**src/rtl/core_prefetch_unit.sv**
```systemverilog
// In-order AXI-lite instruction prefetcher with a PC-tagged buffer.
// Branches flush the buffer and discard any reads still in flight.
module core_prefetch_unit #(
    parameter int                    ADDR_WIDTH      = 32,
    parameter int                    DATA_WIDTH      = 32,
    parameter int                    INSTR_WIDTH     = 32,
    parameter int                    FIFO_DEPTH      = 4,
    parameter int                    MAX_OUTSTANDING = 2,
    parameter logic [ADDR_WIDTH-1:0] RESET_PC        = '0,
    parameter bit                    WORD_ADDR       = 1'b1
) (
    input  logic                   clk,
    input  logic                   rst,
    input  logic                   fetch_stall,
    input  logic                   is_branch,
    input  logic [ADDR_WIDTH-1:0]  new_pc,
    output logic [INSTR_WIDTH-1:0] instr,
    output logic [ADDR_WIDTH-1:0]  instr_pc,
    output logic                   instr_valid,
    output logic                   instr_err,
    output logic [ADDR_WIDTH-1:0]  ARADDR,
    output logic                   ARVALID,
    input  logic                   ARREADY,
    input  logic [DATA_WIDTH-1:0]  RDATA,
    input  logic [1:0]             RRESP,
    input  logic                   RVALID,
    output logic                   RREADY
);

    localparam int PW = (FIFO_DEPTH > 1) ? $clog2(FIFO_DEPTH) : 1;
    localparam int CW = $clog2(FIFO_DEPTH + 2);

    logic [ADDR_WIDTH-1:0] r_fetch_pc;
    logic [ADDR_WIDTH-1:0] r_resp_pc;
    logic [ADDR_WIDTH-1:0] r_araddr;
    logic                  r_arvalid;
    logic                  r_rready;
    logic [CW-1:0]         r_out;
    logic [CW-1:0]         r_discard;
    logic [PW:0]           r_wptr;
    logic [PW:0]           r_rptr;

    logic [DATA_WIDTH-1:0] r_mem_data [FIFO_DEPTH];
    logic [ADDR_WIDTH-1:0] r_mem_pc   [FIFO_DEPTH];
    logic                  r_mem_err  [FIFO_DEPTH];

    logic                  w_ar_hs;
    logic                  w_r_hs;
    logic [PW:0]           w_count;
    logic                  w_push;
    logic                  w_pop;
    logic [CW-1:0]         w_out_next;
    logic [CW:0]           w_used;
    logic                  w_issue;
    logic [ADDR_WIDTH-1:0] w_tgt;
    logic [ADDR_WIDTH-1:0] w_fetch_addr;
    logic [PW-1:0]         w_widx;
    logic [PW-1:0]         w_ridx;

    assign w_ar_hs    = r_arvalid & ARREADY;
    assign w_r_hs     = RVALID & r_rready;
    assign w_count    = r_wptr - r_rptr;
    assign w_widx     = r_wptr[PW-1:0];
    assign w_ridx     = r_rptr[PW-1:0];
    assign w_push     = w_r_hs && (r_discard == '0) && !is_branch;
    assign w_pop      = instr_valid && !fetch_stall && !is_branch;
    assign w_out_next = r_out + CW'(w_ar_hs) - CW'(w_r_hs);
    assign w_used     = {1'b0, r_out} + (CW+1)'(w_count);
    assign w_tgt      = {new_pc[ADDR_WIDTH-1:2], 2'b00};

    // Every in-flight read holds a reserved buffer slot, so RREADY can stay high.
    assign w_issue = !r_arvalid && !is_branch
                   && (w_used < (CW+1)'(FIFO_DEPTH))
                   && (r_out < CW'(MAX_OUTSTANDING));

    assign w_fetch_addr = WORD_ADDR ? {2'b00, r_fetch_pc[ADDR_WIDTH-1:2]}
                                    : r_fetch_pc;

    assign ARADDR      = r_araddr;
    assign ARVALID     = r_arvalid;
    assign RREADY      = r_rready;
    assign instr_valid = (w_count != '0);

    // AR channel: address is latched at raise time and held until accepted.
    always_ff @(posedge clk or negedge rst) begin
        if (!rst) begin
            r_arvalid  <= 1'b0;
            r_araddr   <= '0;
            r_fetch_pc <= RESET_PC;
        end else begin
            if (w_issue) begin
                r_arvalid  <= 1'b1;
                r_araddr   <= w_fetch_addr;
                r_fetch_pc <= r_fetch_pc + ADDR_WIDTH'(4);
            end else if (w_ar_hs) begin
                r_arvalid  <= 1'b0;
            end
            if (is_branch) begin
                r_fetch_pc <= w_tgt;
            end
        end
    end

    // Outstanding / discard accounting and response PC tagging.
    always_ff @(posedge clk or negedge rst) begin
        if (!rst) begin
            r_rready  <= 1'b0;
            r_out     <= '0;
            r_discard <= '0;
            r_resp_pc <= RESET_PC;
        end else begin
            r_rready <= 1'b1;
            r_out    <= w_out_next;
            if (is_branch) begin
                r_discard <= w_out_next + CW'(r_arvalid && !ARREADY);
                r_resp_pc <= w_tgt;
            end else begin
                if (w_r_hs && (r_discard != '0)) begin
                    r_discard <= r_discard - CW'(1);
                end
                if (w_push) begin
                    r_resp_pc <= r_resp_pc + ADDR_WIDTH'(4);
                end
            end
        end
    end

    // Buffer pointers; a branch empties the buffer outright.
    always_ff @(posedge clk or negedge rst) begin
        if (!rst) begin
            r_wptr <= '0;
            r_rptr <= '0;
        end else if (is_branch) begin
            r_wptr <= '0;
            r_rptr <= '0;
        end else begin
            if (w_push) r_wptr <= r_wptr + (PW+1)'(1);
            if (w_pop)  r_rptr <= r_rptr + (PW+1)'(1);
        end
    end

    // Buffer storage needs no reset; validity comes from the pointers.
    always_ff @(posedge clk) begin
        if (w_push) begin
            r_mem_data[w_widx] <= RDATA;
            r_mem_pc[w_widx]   <= r_resp_pc;
            r_mem_err[w_widx]  <= (RRESP != 2'b00);
        end
    end

    // Head of buffer, forced to zero when empty.
    always_comb begin
        instr     = '0;
        instr_pc  = '0;
        instr_err = 1'b0;
        if (instr_valid) begin
            instr     = INSTR_WIDTH'(r_mem_data[w_ridx]);
            instr_pc  = r_mem_pc[w_ridx];
            instr_err = r_mem_err[w_ridx];
        end
    end

endmodule

```
**config.mk**
```make
export PLATFORM = sky130hd
export DESIGN_NAME = core_prefetch_unit
export DESIGN_NICKNAME = d
export VERILOG_FILES = /design/src/rtl/core_prefetch_unit.sv
export SDC_FILE = /design/constraint.sdc
export NUM_CORES = 1
export LEC_CHECK = 0
export ABC_AREA = 1
export ABC_CLOCK_PERIOD_IN_PS = 4100
export CAP_MARGIN = 15
export CORE_MARGIN = 2
export CORE_UTILIZATION = 51
export DETAILED_ROUTE_END_ITERATION = 10
export HOLD_SLACK_MARGIN = 0.15
export PLACE_DENSITY_LB_ADDON = 0.15
export RECOVER_POWER = 100
export SLEW_MARGIN = 20
export SYNTH_ARGS = -nofsm -noshare
export SYNTH_HDL_FRONTEND = slang
export SYNTH_SLANG_ARGS = --single-unit
```
**constraint.sdc**
```tcl
create_clock -name clk -period 4.1 [get_ports clk]
set_clock_uncertainty 0.05 [all_clocks]
set_input_delay 1.23 -clock clk [delete_from_list [all_inputs] [get_ports clk]]
set_output_delay 1.23 -clock clk [all_outputs]
set_load 0.02 [all_outputs]
```
* Word-level counts from Yosys, hierarchy flattened
Memory sizes are Yosys's and may differ from the RTL's.
Cells that the tools add are included.
** Word-level totals
- Bits in latches :: 0
- Bits of input ports :: 72
- Output and inout port bits :: 100
- Word-level logic and storage cells :: 65
- Register bits :: 108
- ROM bits :: 0
- Memory bits (writable) :: 260
- Memories kept :: 3
** Cells by class
- Multiplexer cells :: 17
- Bitwise logic cells :: 2
- Multiply operators :: 0
- Div/mod/pow operators :: 0
- Eq/ne operators :: 0
- $lt $le $gt $ge :: 2
- Reduce and logical (&&, ||, !) cells :: 22
- Add/subtract/negate cells :: 10
- Shift operators :: 0
** Memories
- r_mem_data :: depth 4, bits a word 32, rd ports 1, clocked after Yosys merged registers in 0, wr ports 1, line 43 : logic [DATA_WIDTH-1:0] r_mem_data [FIFO_DEPTH];
- r_mem_pc :: depth 4, bits a word 32, rd ports 1, clocked after Yosys merged registers in 0, wr ports 1, line 44 : logic [ADDR_WIDTH-1:0] r_mem_pc [FIFO_DEPTH];
- r_mem_err :: depth 4, bits a word 1, rd ports 1, clocked after Yosys merged registers in 0, wr ports 1, line 45 : logic r_mem_err [FIFO_DEPTH];
** Operators by type and width (number)
- $mux W32 :: 6
- $add A32 B3 Y32 const B :: 2
- $mux W3 :: 6
- $reduce_bool A2 Y1 :: 6
- $logic_and A1 B1 Y1 :: 9
- $add A3 B1 Y3 :: 2
- $add A3 B1 Y3 const B :: 2
- $reduce_bool A3 Y1 :: 2
- $mux W1 :: 5
- $add A3 B3 Y4 :: 1
- $logic_not A1 Y1 :: 4
- $lt A4 B3 Y1 const B :: 1
- $logic_not A3 Y1 :: 1
- $lt A3 B2 Y1 const B :: 1
- $sub A3 B1 Y3 :: 1
- $sub A3 B1 Y3 const B :: 1
- $sub A3 B3 Y3 :: 1
- $and A1 B1 Y1 :: 2

* Logic depth before layout (Yosys ltp)
Gate-level depths: netlist (run 1).
- Depth after elaboration :: 7
- Gate-level depth with buffers :: 16
- Depth with buffers taken out :: 16

* Worst setup path before layout (run 1)
OpenSTA, ideal clock, no wires.
- Kind :: input port to flip-flop
- From :: in RVALID
- To :: mem r_mem_data[0][0] (enable)
- Path slack :: -0.856 ns
- Stages on the path :: 5
- Library setup time :: 0.484 ns
- Arrival time :: 4.422 ns
- Path buffers :: 1
- Data required time :: 3.566 ns
- Cell sequence :: nand2_1 > nor2_4 > nand2_1 > buf_2 > nor2_1
** On the way
- Word-level cells in the longest chain between the ends :: 5
** RTL lines
- start, declared :: line 26 : input logic RVALID,
- $and A1 B1 Y1 :: line 61 : assign w_r_hs = RVALID & r_rready;
- $logic_and A1 B1 Y1 (2 in a row) :: line 65 : assign w_push = w_r_hs && (r_discard == '0) && !is_branch;
- $mux W1 :: line 144 : if (w_push) begin
- $mux W1 (not written as such) :: line 145 : r_mem_data[w_widx] <= RDATA;
- end, declared :: line 43
Every way passes these cells.

* Final worst setup path (run 1)
- From :: reg r_wptr[0]
- To :: out instr_pc[25]
** On the way
- Word-level cells in the longest chain between the ends :: 3
** RTL lines
- start, declared :: line 40 : logic [PW:0] r_wptr;
- start signal, assigned :: line 137 : if (w_push) r_wptr <= r_wptr + (PW+1)'(1);
- $sub A3 B3 Y3 :: line 62 : assign w_count = r_wptr - r_rptr;
- $reduce_bool A3 Y1 :: line 82 : assign instr_valid = (w_count != '0);
- $mux W32 :: line 156 : if (instr_valid) begin
- end, declared :: line 18 : output logic [ADDR_WIDTH-1:0] instr_pc,
Every way passes these cells.

==> summary.txt, run 1 <==
Job
  • Max_cap viols: 1

Min path
  • HP Class: flop to flop

Routing
  • Met3 WL post-DR: 2097 um
  • DRC errors left: 0
  • DR vias: 11.79k
  • Top routing layer in use: met4
  • Post-Route WL: 38020 um
  • Initial drt markers: 781
  • DR WL/cell: 17.18 um
  • Met2 WL: 18120 um
  • Vias per cell: 5.327
  • ANT nets after route: 0
  • Iteration count of the initial detailed-routing pass: 5
  • Met1 wire length: 16980 um

CTS
  • CTS tree: built
  • CTS root buf: clkbuf_16
  • Clock Latency Late Sink: 520 ps
  • Worst-path clk slew: 60 ps
  • Clock buffer depth: 3
  • H-tree levels: 2
  • Sink count of the clock tree: 356
  • Num CTS Buffers: 37

Pwr
  • Lkg Pwr: 0.008061 uW
  • Worst VDD drop: 0.0003357 V
  • Pwr Density: 614.6 mW/mm^2

STA
  • Hold slack: 424.1 ps
  • Setup Total Neg Slack: 0 ps
  • RSZ-0062 raised after global routing: yes
  • Max Slew Vio Count: 61
  • Worst slew margin: -7.282%
  • Endpoints failing hold: 0
  • Crit path time final: 4031 ps
  • Peak Freq: 248.1 MHz
  • # setup viols final: 0
  • Tcrit/Tclk final: 98.31%
  • Least-Margin Pin Slew: 1609 ps

Worst setup path
  • Worst Path Required: 2820 ps
  • Crit end category: output pin
  • Reg-to-Reg End: ARADDR[0]
  • R2R Path Start: r_wptr[0]
  • Critical Path AT: 2750 ps
  • Crit-path max FO: 6
  • CP endpoint: instr_pc[25]
  • Critical Path Start Type: flop
  • Internal reg-to-reg setup slack: 1030 ps
  • R2R cell count: 14
  • Kind of critical path: flop to output pin
  • Worst Setup SP: r_wptr[0]

Yosys
  • Synth Cell Area: 0.01614 sq mm
  • Largest area contributor in the netlist: edfxtp_1
  • Async set-or-reset flop fraction in the synthesized netlist: 29.21%
  • #FFs+latches synth: 356
  • Synth cell types: 40
  • Mapped Cells: 1618
  • Most common cell in the netlist: nand2_1
  • Post-synth top cells: nand2_1 (380), edfxtp_1 (252), nor2_1 (192)
  • Syn avg cell area: 9.975 sq um
  • Post-synth EDFFs: 252
  • Top_reg_cell synth: edfxtp_1
  • Post-synth top area share: 46.89%
  • Synth top area cells: edfxtp_1 (47%), dfrtp_1 (16%), nand2_1 (8.8%)
  • Register area share after synthesis: 63.01%
  • Yosys warning count: 0

Die
  • Die area: 0.03308 sq mm
  • Die H: 181.9 um
  • Rows: 65
  • Core Box Area: 0.03139 sq mm
  • Initial Utilization: 51.41%
  • Boundary Pins: 172
  • Die W: 181.9 um

Placement
  • Post-DP Area: 0.01825 sq mm
  • Gpl congestion: 0.8806
  • Number of I/O port buffers: 165
  • DP Cell Count: 2136
  • DP Wirelength: 22950 um

Finish
  • Final #Nets: 1874
  • Final Instance Count excl. Fillers: 2213
  • Final instance area: 0.01940 sq mm
  • Layout cell share with drive strength beyond 1: 10.17%
  • Syn-to-layout area delta: 20.21%

Global routing
  • Pin count of the biggest net entering global routing: 123
  • First-pass GRT wire length: 59430 um
  • Gr usage total: 22.72%
  • Vias in the first global route: 11.36k
  • Initial antenna violation count: 0
  • Grt ovf: 0

Outcome
  • Outcome: complete, but fails checks
  • Failing checks: max-capacitance violations, max-slew violations
## area by class of cell
type	instances	area (sq um)
clock buffer	48	1008
fill	2584	11990
multi-input combinational	1026	5029
inverter	166	625.6
antenna	1	2.502
clock inverter	18	167.7
timing repair buffer	196	1891
tap	402	503.0
sequential	356	10170
## power by group
group | switching, uW | total [uW] | internal [uW]
logic | 2520 | 4110 | 1580
registers | 327 | 4550 | 4220
clock network | 1340 | 3270 | 1930
total | 4190 | 11900 | 7730
## what timing repair did
item                                    in CTS  in global routing
gates cloned                                 2                  4
endpoints found under the setup margin      64                 63
pin swaps                                    1                  2
setup buffers                                1                  3
resized for setup                          134                 61
hold buffers                                 0                  0
## how the worst min path moves through the flow
stage	start	endpoint	slack, ps	depth (start not counted)
after floorplan	r_wptr[2]	r_wptr[2]	440	1
after detailed placement	ARADDR[9]	ARADDR[9]	410	2
after global placement	ARADDR[2]	ARADDR[2]	410	2
after global routing	ARADDR[2]	ARADDR[2]	460	2
final	ARADDR[2]	ARADDR[2]	420	2
after CTS	ARADDR[2]	ARADDR[2]	430	2
## through the flow
step	util [%]	power (uW)	setup slack [ps]
final	61.80	11920	69.17
after global routing	61.79	12580	-54.85
after CTS	62.15	11870	-46.15
after detailed placement	58.15	8586	179.2
after global placement	58.15	8530	261.8
after floorplan	-	6954	-856.3
## sequential cells by signal, summed over array words and instances (netlist names)
signal      cells
r_discard       3
r_resp_pc      30
r_wptr          3
r_rptr          3
RREADY          1
ARVALID         1
r_fetch_pc     30
ARADDR         30
r_mem_err       4
r_out           3
r_mem_pc      120
r_mem_data    128
## per-layer routing
| metal | global-route usage, % | vias up |
|---|---|---|
| li1 | - | 5734 |
| met1 | 31.08 | 5641 |
| met2 | 38.44 | 358 |
| met3 | 2.888 | 56 |
| met4 | 6.548 | 0 |
| met5 | 0 | - |
## cells by family after synthesis
logic type                 synth area share [%]
AOI/OAI and AO/OA                         8.915
xor gates and xnor gates                  1.302
adders and majority gates                 1.566
buffers and inverters                     6.179
DFF                                       63.01
other                                   0.04653
and+or+nand+nor                           18.98
## cells in the final DEF (no fill, tap or decap), types with 14 or more instances in the layout
cell / netlist / layout
nand2_1: 380 / 380
edfxtp_1: 252 / 252
nor2_1: 192 / 188
o21ai_0: 169 / 169
inv_1: 162 / 161
dfrtp_1: 104 / 102
nand3_1: 88 / 87
clkdlybuf4s50_1: 0 / 66
o22ai_1: 63 / 63
clkbuf_16: 0 / 42
clkbuf_2: 0 / 38
dlygate4sd3_1: 0 / 34
nor2_4: 17 / 21
ha_1: 17 / 17
xor2_1: 16 / 16
o211ai_1: 14 / 14
## worst max-delay path, cell delays in order (launching register included)
cell	delay, ps
dfrtp_1	430
inv_2	100
ha_1	140
inv_1	50
fa_2	350
xnor2_1	160
nand2_1	130
nand3_4	130
buf_12	160
clkbuf_16	160
nand2_1	60
inv_1	60
clkdlybuf4s15_1	300
(Power assumes the default switching activity.)
==> run 2, diff against run 1 <==
CORE_UTILIZATION = 40   (was 51)
CTS_CLUSTER_SIZE = 25   (was not set)
==> summary.txt, run 2 (synthesis gave the netlist of run 1 again) <==
Outcome
  • Outcome: complete, but fails checks
  • Failing checks: max-capacitance violations, max-slew violations

Worst setup path
  • Crit path largest cell delay: 510 ps (+80 ps)
  • Crit-path leading delay family: buffers and inverters
  • Most common cell on crit path: inv_1
  • Crit-path cells: ha_1 -> inv_1 -> fa_2 -> nor2_4 -> nand3_4 -> bufbuf_16 -> nand2_1 -> inv_1 -> clkdlybuf4s15_2
  • Crit-path max FO: 16 (+10)
  • Worst Path Required: 2820 ps (about the same)
  • Crit end category: output pin
  • Critical Path AT: 2760 ps (about the same)
  • CP bufs+invs: 4 (-2)
  • Critical Path Start Type: flop
  • Kind of critical path: flop to output pin
  • Slowest cell on crit path: dfrtp_4

Finish
  • Final Instance Count excl. Fillers: 2345 (+6.0%)
  • Largest regs: r_mem_data x128, r_mem_pc x120
  • Final instance area: 0.01972 sq mm (+1.7%)
  • Number of antenna cells inserted: 0 (-1)
  • Layout fillers: 3711 (+44%)
  • Max FFs per register: 128 (unchanged)
  • Commonest non-fill, non-tap cell in the layout: nand2_1
  • Final core utilization: 49.53% (-12 points)
  • Layout cell share with drive strength beyond 1: 10.99% (+0.82 points)
  • Commonest cells after routing, fill and taps aside: nand2_1 (378), edfxtp_1 (252), nor2_1 (190)
  • Syn-to-layout area delta: 22.21%
  • Final #Nets: 1879 (+0.27%)
  • Reg with most FFs: r_mem_data

Global routing
  • Grt ovf: 0 (unchanged)
  • Vias in the first global route: 11.30k (-0.48%)
  • First-pass GRT wire length: 62980 um (+6.0%)
  • Pin count of the biggest net entering global routing: 71 (-42%)
  • Initial antenna violation count: 0 (unchanged)
  • Gr usage total: 19.30% (-3.4 points)

STA
  • Worst slew margin: -29.22% (-22 points)
  • Least-Margin Pin Slew: 1938 ps (+329.0 ps)
  • Max Slew Vio Count: 71 (+16%)
  • Crit path time final: 4037 ps (+5.791 ps)
  • RSZ-0062 raised after global routing: yes
  • # setup viols final: 0 (unchanged)
  • Endpoints failing hold: 0 (unchanged)
  • Tcrit/Tclk final: 98.45% (+0.14 points)
  • Peak Freq: 247.7 MHz (-0.14%)

Routing
  • Post-Route WL: 40630 um (+6.9%)
  • Vias per cell: 5.016 (-5.8%)
  • DRC errors left: 0 (unchanged)
  • DR WL/cell: 17.33 um (+0.86%)
  • Initial drt markers: 743 (-4.9%)
  • ANT nets after route: 0 (unchanged)
  • Iteration count of the initial detailed-routing pass: 5 (unchanged)
  • DR vias: 11.76k (-0.23%)

CTS
  • Num CTS Buffers: 40 (+8.1%)
  • CTS tree: built
  • H-tree levels: 2 (unchanged)
  • Worst-path clk slew: 60 ps (about the same)
  • Clock buffer depth: 3 (unchanged)
  • Hold-fix buffers at CTS: 0 (unchanged)
  • Clock Latency Late Sink: 540 ps (+20 ps)
  • CTS root buf: clkbuf_16
  • Sink count of the clock tree: 356 (unchanged)

Die
  • Die area: 0.04197 sq mm (+27%)
  • Rows: 73 (+12%)
  • Boundary Pins: 172 (unchanged)
  • Die W: 204.9 um (+13%)
  • Initial Utilization: 40.53% (-11 points)
  • Core Box Area: 0.03982 sq mm (+27%)
  • Die H: 204.9 um (+13%)

Placement
  • Number of I/O port buffers: 165 (unchanged)
  • DP Wirelength: 25020 um (+9.0%)
  • Post-DP Area: 0.01845 sq mm (+1.1%)
  • DP Cell Count: 2263 (+5.9%)
  • Gpl congestion: 0.8800 (about the same)

Min path
  • HP Class: flop to flop

Pwr
  • Total power: 12210 uW (+2.4%)
  • Lkg Pwr: 0.008182 uW (+1.5%)
  • Worst VDD drop: 0.0003363 V (+0.20%)
  • Pwr Density: 618.9 mW/mm^2 (+0.70%)

Job
  • Max_cap viols: 1 (unchanged)
==> run 2: worst reg2reg max path, stage by stage, from the launching register on <==
cell and delay [ps]:
dfrtp_1 370, inv_1 100, ha_1 170, nand2_1 80
nor2_1 570, nand2_1 370, nor2_1 990, buf_12 340
==> run 2: worst paths after layout <==
path	endpoint	slack [ps]	cells past startpoint	from
min in group asynchronous	ARADDR[22]	1160	1	rst
worst min register to register	ARADDR[13]	430	2	ARADDR[13]
worst min-delay path	ARADDR[13]	430	2	ARADDR[13]
max in group asynchronous	ARADDR[11]	1120	2	rst
worst max register to register	r_mem_data[2][9]	730	7	r_discard[0]
worst max-delay path	instr_pc[9]	60	9	r_rptr[0]
==> run 2: final cells by class <==
class,instances,area (sq um),area share [%]
clock buffers,58,1131,5.735
well taps,525,656.9,3.330
flip-flops and latches,356,10170,51.59
clock inverters,16,207.7,1.053
repair buffers,198,1894,9.604
inverters,166,625.6,3.172
multi-input cells,1026,5034,25.52
==> run 2: report_power, final <==
group	switching, uW	internal [uW]
combinational	2510	1510
clock	1440	2190
sequential	331	4230
==> run 2: repair_timing <==
action	4_1_cts	5_1_grt
setup buffers	4	1
gates cloned	2	1
setup endpoints to repair	64	64
gates resized for setup	180	41
pin swaps	2	3
==> run 2: layer usage <==
layer	GRT usage, %	vias to the layer above	share of wire, %
met2	30.67	293	46
met3	2.784	47	4.5
met4	4.805	0	1.8
met1	27.87	5661	48
met5	0	-	0
li1	-	5761	-
==> run 2: metrics by stage <==
step / TNS [ps] / hold slack, ps / worst slack [ps]
after global routing: -802.5 / 442.0 / -68.77
after CTS: -27.67 / 433.6 / -14.23
final: 0 / 427.0 / 63.38
after floorplan: -215780 / 441.1 / -856.3
after detailed placement: 0 / 410.0 / 210.2
after global placement: 0 / 415.4 / 237.0
